[config.mk]
export PLATFORM = sky130hd
export DESIGN_NAME = piton_dcr_core_ctrl
export DESIGN_NICKNAME = d
export VERILOG_FILES = /design/src/rtl/piton_dcr_core_ctrl_pkg.sv /design/src/rtl/piton_vx_busy_tracker.sv /design/src/rtl/piton_dcr_core_ctrl.sv
export SDC_FILE = /design/constraint.sdc
export NUM_CORES = 1
export LEC_CHECK = 0
export CAP_MARGIN = 10
export CORE_ASPECT_RATIO = 0.9
export CORE_MARGIN = 5
export CORE_UTILIZATION = 42
export DETAILED_ROUTE_END_ITERATION = 7
export PLACE_DENSITY = 0.77
export SLEW_MARGIN = 20
export SYNTH_ARGS = -nofsm -noshare
export SYNTH_HDL_FRONTEND = slang
export SYNTH_SLANG_ARGS = --single-unit
export TNS_END_PERCENT = 1
[constraint.sdc]
create_clock -name clk -period 4.15 [get_ports clk]
set_clock_uncertainty 0.15 [all_clocks]
set_input_delay 0.415 -clock clk [delete_from_list [all_inputs] [get_ports clk]]
set_output_delay 0.415 -clock clk [all_outputs]
set_load 0.02 [all_outputs]
[src/rtl/piton_dcr_core_ctrl_pkg.sv]
// Shared definitions for the Piton DCR core controller.
// Holds the register map (as 8-byte word indices), CTRL/STATUS bit positions and FSM states.
package piton_dcr_core_ctrl_pkg;

  localparam logic [8:0] REG_DCR_ADDR = 9'd0;
  localparam logic [8:0] REG_DCR_DATA = 9'd1;
  localparam logic [8:0] REG_STATUS   = 9'd2;
  localparam logic [8:0] REG_CTRL     = 9'd3;

  localparam int CTRL_START_BIT  = 0;
  localparam int CTRL_CLEAR_BIT  = 1;

  localparam int STATUS_FULL_BIT = 0;
  localparam int STATUS_BUSY_BIT = 1;
  localparam int STATUS_DONE_BIT = 2;
  localparam int STATUS_CNT_LSB  = 16;

  typedef enum logic [1:0] {
    ST_IDLE = 2'd0,
    ST_PUSH = 2'd1,
    ST_RESP = 2'd2
  } state_t;

endpackage

[src/rtl/piton_vx_busy_tracker.sv]
// Synchronizes vx_busy and tracks kernel launch state.
// Owns the start pulse, the start-in-flight flag and the sticky done bit.
module piton_vx_busy_tracker (
  input  logic clk,
  input  logic rst,
  input  logic vx_busy,
  input  logic start_req,
  input  logic clear_req,
  output logic start_ok,
  output logic busy_sync,
  output logic done,
  output logic vx_start
);

  logic busy_meta;
  logic busy_prev;
  logic in_flight;

  // A launch is only legal when the core is idle and no earlier launch is still pending.
  assign start_ok = !busy_sync && !in_flight;

  always_ff @(posedge clk or posedge rst) begin
    if (rst) begin
      busy_meta <= 1'b0;
      busy_sync <= 1'b0;
      busy_prev <= 1'b0;
      in_flight <= 1'b0;
      done      <= 1'b0;
      vx_start  <= 1'b0;
    end else begin
      busy_meta <= vx_busy;
      busy_sync <= busy_meta;
      busy_prev <= busy_sync;
      vx_start  <= start_req && start_ok;
      if (start_req && start_ok)
        in_flight <= 1'b1;
      else if (busy_sync)
        in_flight <= 1'b0;
      // A falling edge on the same cycle as a clear must still leave done set.
      if (busy_prev && !busy_sync)
        done <= 1'b1;
      else if (clear_req)
        done <= 1'b0;
    end
  end

endmodule

[src/rtl/piton_dcr_core_ctrl.sv]
// MMIO front end turning chipset stores into Vortex DCR buffer pushes and kernel start/status control.
// Serves one request at a time: IDLE accepts, PUSH waits out buffer backpressure, RESP holds the reply.
module piton_dcr_core_ctrl
  import piton_dcr_core_ctrl_pkg::*;
#(
  parameter int VX_DCR_ADDR_WIDTH = 8,
  parameter int VX_DCR_DATA_WIDTH = 32,
  parameter int CNT_WIDTH         = 16
) (
  input  logic                         clk,
  input  logic                         rst,
  input  logic                         req_valid,
  output logic                         req_ready,
  input  logic                         req_we,
  input  logic [11:0]                  req_addr,
  input  logic [63:0]                  req_wdata,
  output logic                         resp_valid,
  input  logic                         resp_ready,
  output logic [63:0]                  resp_rdata,
  output logic                         resp_err,
  output logic                         buffer_wr_valid,
  output logic [VX_DCR_ADDR_WIDTH-1:0] buffer_wr_addr,
  output logic [VX_DCR_DATA_WIDTH-1:0] buffer_wr_data,
  input  logic                         buffer_full,
  output logic                         vx_start,
  input  logic                         vx_busy
);

  state_t state, state_next;

  logic [VX_DCR_ADDR_WIDTH-1:0] staged_addr;
  logic [VX_DCR_DATA_WIDTH-1:0] last_data;
  logic [CNT_WIDTH-1:0]         push_cnt;
  logic [8:0]                   req_word;
  logic                         req_fire;
  logic                         start_req;
  logic                         clear_req;
  logic                         start_ok;
  logic                         busy_sync;
  logic                         done;
  logic [63:0]                  status_word;
  logic [63:0]                  rd_data;
  logic                         rd_err;
  logic                         unused_bits;

  assign unused_bits = ^{req_addr[2:0], req_wdata};
  assign req_word    = req_addr[11:3];
  assign req_fire    = req_valid && req_ready;
  assign start_req   = req_fire && req_we && (req_word == REG_CTRL) && req_wdata[CTRL_START_BIT];
  assign clear_req   = req_fire && req_we && (req_word == REG_CTRL) && req_wdata[CTRL_CLEAR_BIT];

  piton_vx_busy_tracker u_busy_tracker (
    .clk       (clk),
    .rst       (rst),
    .vx_busy   (vx_busy),
    .start_req (start_req),
    .clear_req (clear_req),
    .start_ok  (start_ok),
    .busy_sync (busy_sync),
    .done      (done),
    .vx_start  (vx_start)
  );

  always_comb begin
    status_word = '0;
    status_word[STATUS_FULL_BIT] = buffer_full;
    status_word[STATUS_BUSY_BIT] = busy_sync;
    status_word[STATUS_DONE_BIT] = done;
    status_word[STATUS_CNT_LSB +: CNT_WIDTH] = push_cnt;
  end

  // Response fields are computed at accept time and frozen until the reply is consumed.
  always_comb begin
    rd_data = '0;
    rd_err  = 1'b0;
    case (req_word)
      REG_DCR_ADDR: if (!req_we) rd_data = 64'(staged_addr);
      REG_DCR_DATA: if (!req_we) rd_data = 64'(last_data);
      REG_STATUS:   if (!req_we) rd_data = status_word;
      REG_CTRL:     rd_err = req_we && req_wdata[CTRL_START_BIT] && !start_ok;
      default:      rd_err = 1'b1;
    endcase
  end

  always_comb begin
    state_next      = state;
    req_ready       = 1'b0;
    resp_valid      = 1'b0;
    buffer_wr_valid = 1'b0;
    case (state)
      ST_IDLE: begin
        req_ready = !rst;
        if (req_fire)
          state_next = (req_we && (req_word == REG_DCR_DATA)) ? ST_PUSH : ST_RESP;
      end
      ST_PUSH: begin
        buffer_wr_valid = !buffer_full;
        if (!buffer_full)
          state_next = ST_RESP;
      end
      ST_RESP: begin
        resp_valid = 1'b1;
        if (resp_ready)
          state_next = ST_IDLE;
      end
      default: state_next = ST_IDLE;
    endcase
  end

  always_ff @(posedge clk or posedge rst) begin
    if (rst) begin
      state          <= ST_IDLE;
      staged_addr    <= '0;
      last_data      <= '0;
      push_cnt       <= '0;
      resp_rdata     <= '0;
      resp_err       <= 1'b0;
      buffer_wr_addr <= '0;
      buffer_wr_data <= '0;
    end else begin
      state <= state_next;
      if (req_fire) begin
        resp_rdata <= rd_data;
        resp_err   <= rd_err;
        if (req_we && (req_word == REG_DCR_ADDR))
          staged_addr <= req_wdata[VX_DCR_ADDR_WIDTH-1:0];
        if (req_we && (req_word == REG_DCR_DATA)) begin
          buffer_wr_addr <= staged_addr;
          buffer_wr_data <= req_wdata[VX_DCR_DATA_WIDTH-1:0];
        end
      end
      if (buffer_wr_valid) begin
        push_cnt  <= push_cnt + CNT_WIDTH'(1);
        last_data <= buffer_wr_data;
      end
    end
  end

endmodule

======== Word-level counts from Yosys, hierarchy flattened ========
Cells that the tools add are included.
Widths: inputs -> output; s select.
cells by class
  add/sub/neg operators ................... 1
  eq/ne operators ......................... 8
  multiplexer cells ....................... 17
  reduce and logical (&&, ||, !) cells .... 25
operator list
  kind                   number
  $pmux 32 s3            1
  $mux 32                2
  $eq 9x2->1 const B     2
  $add 16x1->16 const B  1
  $logic_and 1x1->1      12
  $eq 9x1->1 const B     1
  $logic_not 9->1        1
  $mux 2                 4
  $mux 8                 1
  $mux 1                 7
  $ne 2x2->1 const B     3
  $pmux 2 s3             1
  $logic_not 1->1        5
  $reduce_and 2->1       2
  $reduce_bool 2->1      2
  $reduce_and 3->1       1
  $reduce_or 3->1        1
  $eq 2x1->1 const B     1
  $eq 2x2->1 const B     1
  $logic_not 2->1        1
  $pmux 1 s2             1
word-level totals
  flip-flop bits (word level) ............. 169
  input bits .............................. 83
  output and inout port bits .............. 109
  word-level logic and storage cells ...... 65

======== Longest topological paths before layout ========
  word-level depth ........................ 8
  depth in mapped cells ................... 6
  mapped depth without buffers ............ 5

======== Modules after synthesis ========
Synthesis repeated with hierarchy kept, for this count alone.
second synthesis, totals
  cell total of the unflattened synthesis .. 506
  area, all modules ....................... 5723.0 sq um
modules (own cells, without submodules)
  module                 instances  cells each  area an instance (sq um)  seq. area each (sq um)
  piton_dcr_core_ctrl    1          492         5535.3                    3278.1
  piton_vx_busy_tracker  1          14          187.7                     150.1

======== Worst setup path after synthesis ========
Ideal clock, no wire load.
  kind .................................... input to register
  from .................................... input port rst
  to ...................................... register resp_rdata[10]
  setup time .............................. 121 ps
  data arrival time ....................... 4397 ps
  required time ........................... 3879 ps
  setup slack ............................. -518 ps
  stages .................................. 4
  buffers on the path ..................... 1
  cells stage by stage .................... inv_1 -> nand3_1 -> clkbuf_1 -> a22o_1
between the ends
  longest elaborated chain between the ends .. 3
ends and longest elaborated chain
  what                              RTL line                    RTL
  start: declaration                piton_dcr_core_ctrl.sv:11   input logic rst,
  $logic_not 1->1 (no source line)  n/a
  $mux 1                            piton_dcr_core_ctrl.sv:90   case (state)
  $logic_and 1x1->1                 piton_dcr_core_ctrl.sv:48   assign req_fire = req_valid && req_ready;
  end signal: assignment            piton_dcr_core_ctrl.sv:123  resp_rdata <= rd_data;
  end: declaration                  piton_dcr_core_ctrl.sv:19   output logic [63:0] resp_rdata,
No other way between the ends.
A chain may end at the register's enable or synchronous reset.

======== Worst setup path after layout ========
  from .................................... input port rst
  to ...................................... output port req_ready
between the ends
  longest elaborated chain between the ends .. 2
ends and longest elaborated chain
  what                              RTL line                   RTL
  $logic_not 1->1 (no source line)  n/a
  $mux 1                            piton_dcr_core_ctrl.sv:90
  end: declaration                  piton_dcr_core_ctrl.sv:13  output logic req_ready,
No other way between the ends.

==> impl_metrics.json <==
{
  "synth.most_common_cell": "dfrtp_1",
  "dieArea_um2": 16500,
  "die_x_um": 135,
  "cts_sinks": 137,
  "h-tree-depth": 4,
  "swShare_pct": 21.6,
  "fmax_mhz": 388,
  "yosys.area.top_type": "dfrtp_1",
  "critPathMostFrequentCell": "clkdlybuf4s50_1",
  "start_util_pct": 42.5,
  "cellInternalPower_mw": 2.32,
  "min_period_ns": 2.57,
  "gp_congestion": 0.766,
  "syn_inst": 437,
  "hold_violations": 0,
  "slew_viol_final": 0,
  "grt_pass1_wl_um": 21500,
  "ys_warn_count": 0,
  "total_power_mw": 2.96,
  "timing.rr.start": "state[1]$_DFFE_PP0P_",
  "remaining_drc_errors": 0,
  "cts_setup_buffers": 0,
  "worstHoldEndpoint": "u_busy_tracker.busy_sync$_DFF_PP0_",
  "p_per_area_nw_per_um2": 378,
  "cpMaxStageDelayCell": "clkdlybuf4s50_1",
  "slew_headroom_pct": 50.2,
  "cts_tree": "yes",
  "drive_above_1_share_pct": 22.0,
  "hpwlAfterDp_um": 9210,
  "cp-end-kind": "output pin",
  "syn2layout_area_growth_pct": 32.4,
  "coreArea_um2": 13900,
  "hold_depth": 0,
  "synth_commonest_cells": "dfrtp_1 (137), mux2_2 (42), mux2_4 (39), buf_4 (32), nand2_1 (32)",
  "min_path_type": "reg2reg",
  "p_sw_uw": 639,
  "routed_via_density": 4.90,
  "route.vias.total": 3794,
  "p_leak_nw": 3.71,
  "postLayoutCoreUtil_pct": 56.3,
  "antenna_found_initial": 1,
  "crit_arrival_ns": 2.01,
  "crit_path_cell_trace": "clkdlybuf4s50_1 > nor3_1 > clkdlybuf4s50_1",
  "finalCritPeriodShare_pct": 62.0,
  "synth_edf_count": 0,
  "cts-root-buf": "clkbuf_16",
  "path_class": "in2out",
  "rows": 41,
  "ys_types": 39,
  "ys_seq_area_share_pct": 58.0,
  "slowest_delay_ns": 0.69,
  "finalSetupViolations": 0,
  "ir_drop_v": 0.000288,
  "syn_area_um2": 5910,
  "placedInstanceArea_um2": 7220,
  "reg2regPathDepth": 5,
  "ys_dominant_reg_cell": "dfrtp_1",
  "p_seq_share_pct": 45.6,
  "worstMarginPinSlew_ns": 0.747,
  "power_frac_comb_pct": 5.4,
  "grt_pass1_vias": 4118,
  "power_frac_clock_pct": 49.0,
  "port_buffers": 124,
  "setup_tns_ns": 0,
  "nets": 653,
  "grt_max_degree": 79,
  "ys_seq_elements": 137,
  "cts.clk_slew.worst_paths_ns": 0.05,
  "reg2reg_to": "buffer_wr_data[4]$_DFFE_PP0P_",
  "ctsHoldBuffers": 0,
  "cts_resized": 0,
  "drt-total-wl_um": 13400,
  "drt_iter0_drc": 136,
  "crit_fanout": 4,
  "min_from": "u_busy_tracker.busy_meta$_DFF_PP0_",
  "num_antenna_cells": 0,
  "drtPass1Iterations": 4,
  "ant_nets": 0,
  "num_io_pins": 192,
  "postLayoutCellArea_um2": 7830,
  "cts.path.max_buffers": 2,
  "fp.dieH_um": 123,
  "grt-ovfl-total": 0,
  "grt_use_total_pct": 17.0,
  "drv_cap": 0,
  "worst-endpoint-required_ns": 3.59,
  "synth_top_area_share_pct": 58.0,
  "cts_buffers": 17,
  "fillers": 1132,
  "synthArstFlopShare_pct": 100,
  "startpoint_type": "input port",
  "regToRegSetupSlack_ns": 1.61,
  "synthTopCellsByArea": "dfrtp_1 (58%), mux2_4 (9.9%), mux2_2 (8.0%)",
  "clock_latency_ns": 0.42,
  "wl_per_cell_um": 17.4,
  "rsz0062_at_grt": "no",
  "syn_area_per_cell_um2": 13.5,
  "status": "finished, final reports clean"
}
## routing by layer
layer | routed length [um] | vias to the layer above | global-route usage (%)
met4 | 216 | 2 | 6.61
met1 | 5550 | 1892 | 20.2
met3 | 1240 | 16 | 7.05
met2 | 6430 | 143 | 27.7
met5 | 13 | - | 0
li1 | - | 1741 | -
## how the worst max path moves through the flow
stage,start,to,slack (ns)
CTS,state[1]$_DFFE_PP0P_,buffer_wr_data[4]$_DFFE_PP0P_,1.58
floorplan,rst,resp_rdata[10]$_DFFE_PP0P_,0.62
finish,rst,req_ready,1.58
global route,state[1]$_DFFE_PP0P_,buffer_wr_data[8]$_DFFE_PP0P_,1.48
detailed placement,req_addr[8],buffer_wr_data[11]$_DFFE_PP0P_,1.15
global placement,req_addr[8],buffer_wr_addr[7]$_DFFE_PP0P_,1.19
## placed cells by master, fill, tap and decap left out, types with 3 or more instances in the layout
cell             count
dfrtp_1            137
clkdlybuf4s50_1    124
mux2_2              42
mux2_4              39
nand2_1             32
conb_1              32
o21ai_0             26
clkbuf_16           17
a22oi_1             16
xnor2_1              9
buf_4                9
a22o_1               8
mux2i_1              8
nor2_1               7
a21oi_1              7
nand3_1              6
and3_1               6
xor2_1               6
clkbuf_8             6
nor3_1               5
clkinvlp_4           4
nand4_1              4
and4_1               3
inv_1                3
## through the flow
stage	hold WS (ns)	setup slack, ns	cells
floorplan	0.181	0.618	468
global placement	0.192	1.19	742
detailed placement	0.198	1.15	742
CTS	0.198	1.58	773
global route	0.205	1.48	774
finish	0.199	1.58	774
## worst max-delay path: cells and delay by family
family | cells | cell delay [ns]
AND/OR/NAND/NOR | 1 | 0.37
buffers and inverters | 2 | 1.22
## kinds of logic after synthesis
logic type,share of synthesized area [%]
compound gates,6.54
xor+xnor,2.22
fa+ha+maj,0.212
buf+inv,6.48
flops,58.0
mux,19.3
other cells,0.0635
simple gates,7.20
## cell type report
| class | instances | area (um2) | share of cell area [%] |
|---|---|---|---|
| Clock buffer | 25 | 515 | 6.59 |
| Clock inverter | 6 | 62.6 | 0.799 |
| Inverter | 4 | 18.8 | 0.240 |
| Multi-Input combinational cell | 275 | 2220 | 28.4 |
| Sequential cell | 137 | 3430 | 43.8 |
| Tap cell | 193 | 241 | 3.09 |
| Timing Repair Buffer | 134 | 1340 | 17.1 |
## flip-flops by register name (all words and copies together) (netlist names)
signal,count
buffer_wr_data,32
u_busy_tracker.done,1
resp_err,1
state,2
u_busy_tracker.vx_start,1
resp_rdata,32
buffer_wr_addr,8
last_data,32
u_busy_tracker.busy_prev,1
push_cnt,16
u_busy_tracker.busy_sync,1
u_busy_tracker.in_flight,1
staged_addr,8
u_busy_tracker.busy_meta,1
## power groups by stage
| stage | clock, mW | sequential [mW] | combinational (mW) |
|---|---|---|---|
| global route | 1.55 | 1.35 | 0.173 |
| global placement | 0 | 1.37 | 0.154 |
| CTS | 1.48 | 1.35 | 0.158 |
| detailed placement | 0 | 1.37 | 0.157 |
| finish | 1.45 | 1.35 | 0.159 |
| floorplan | 0 | 1.37 | 0.105 |
Note: power is estimated with default switching activity, not from simulation.
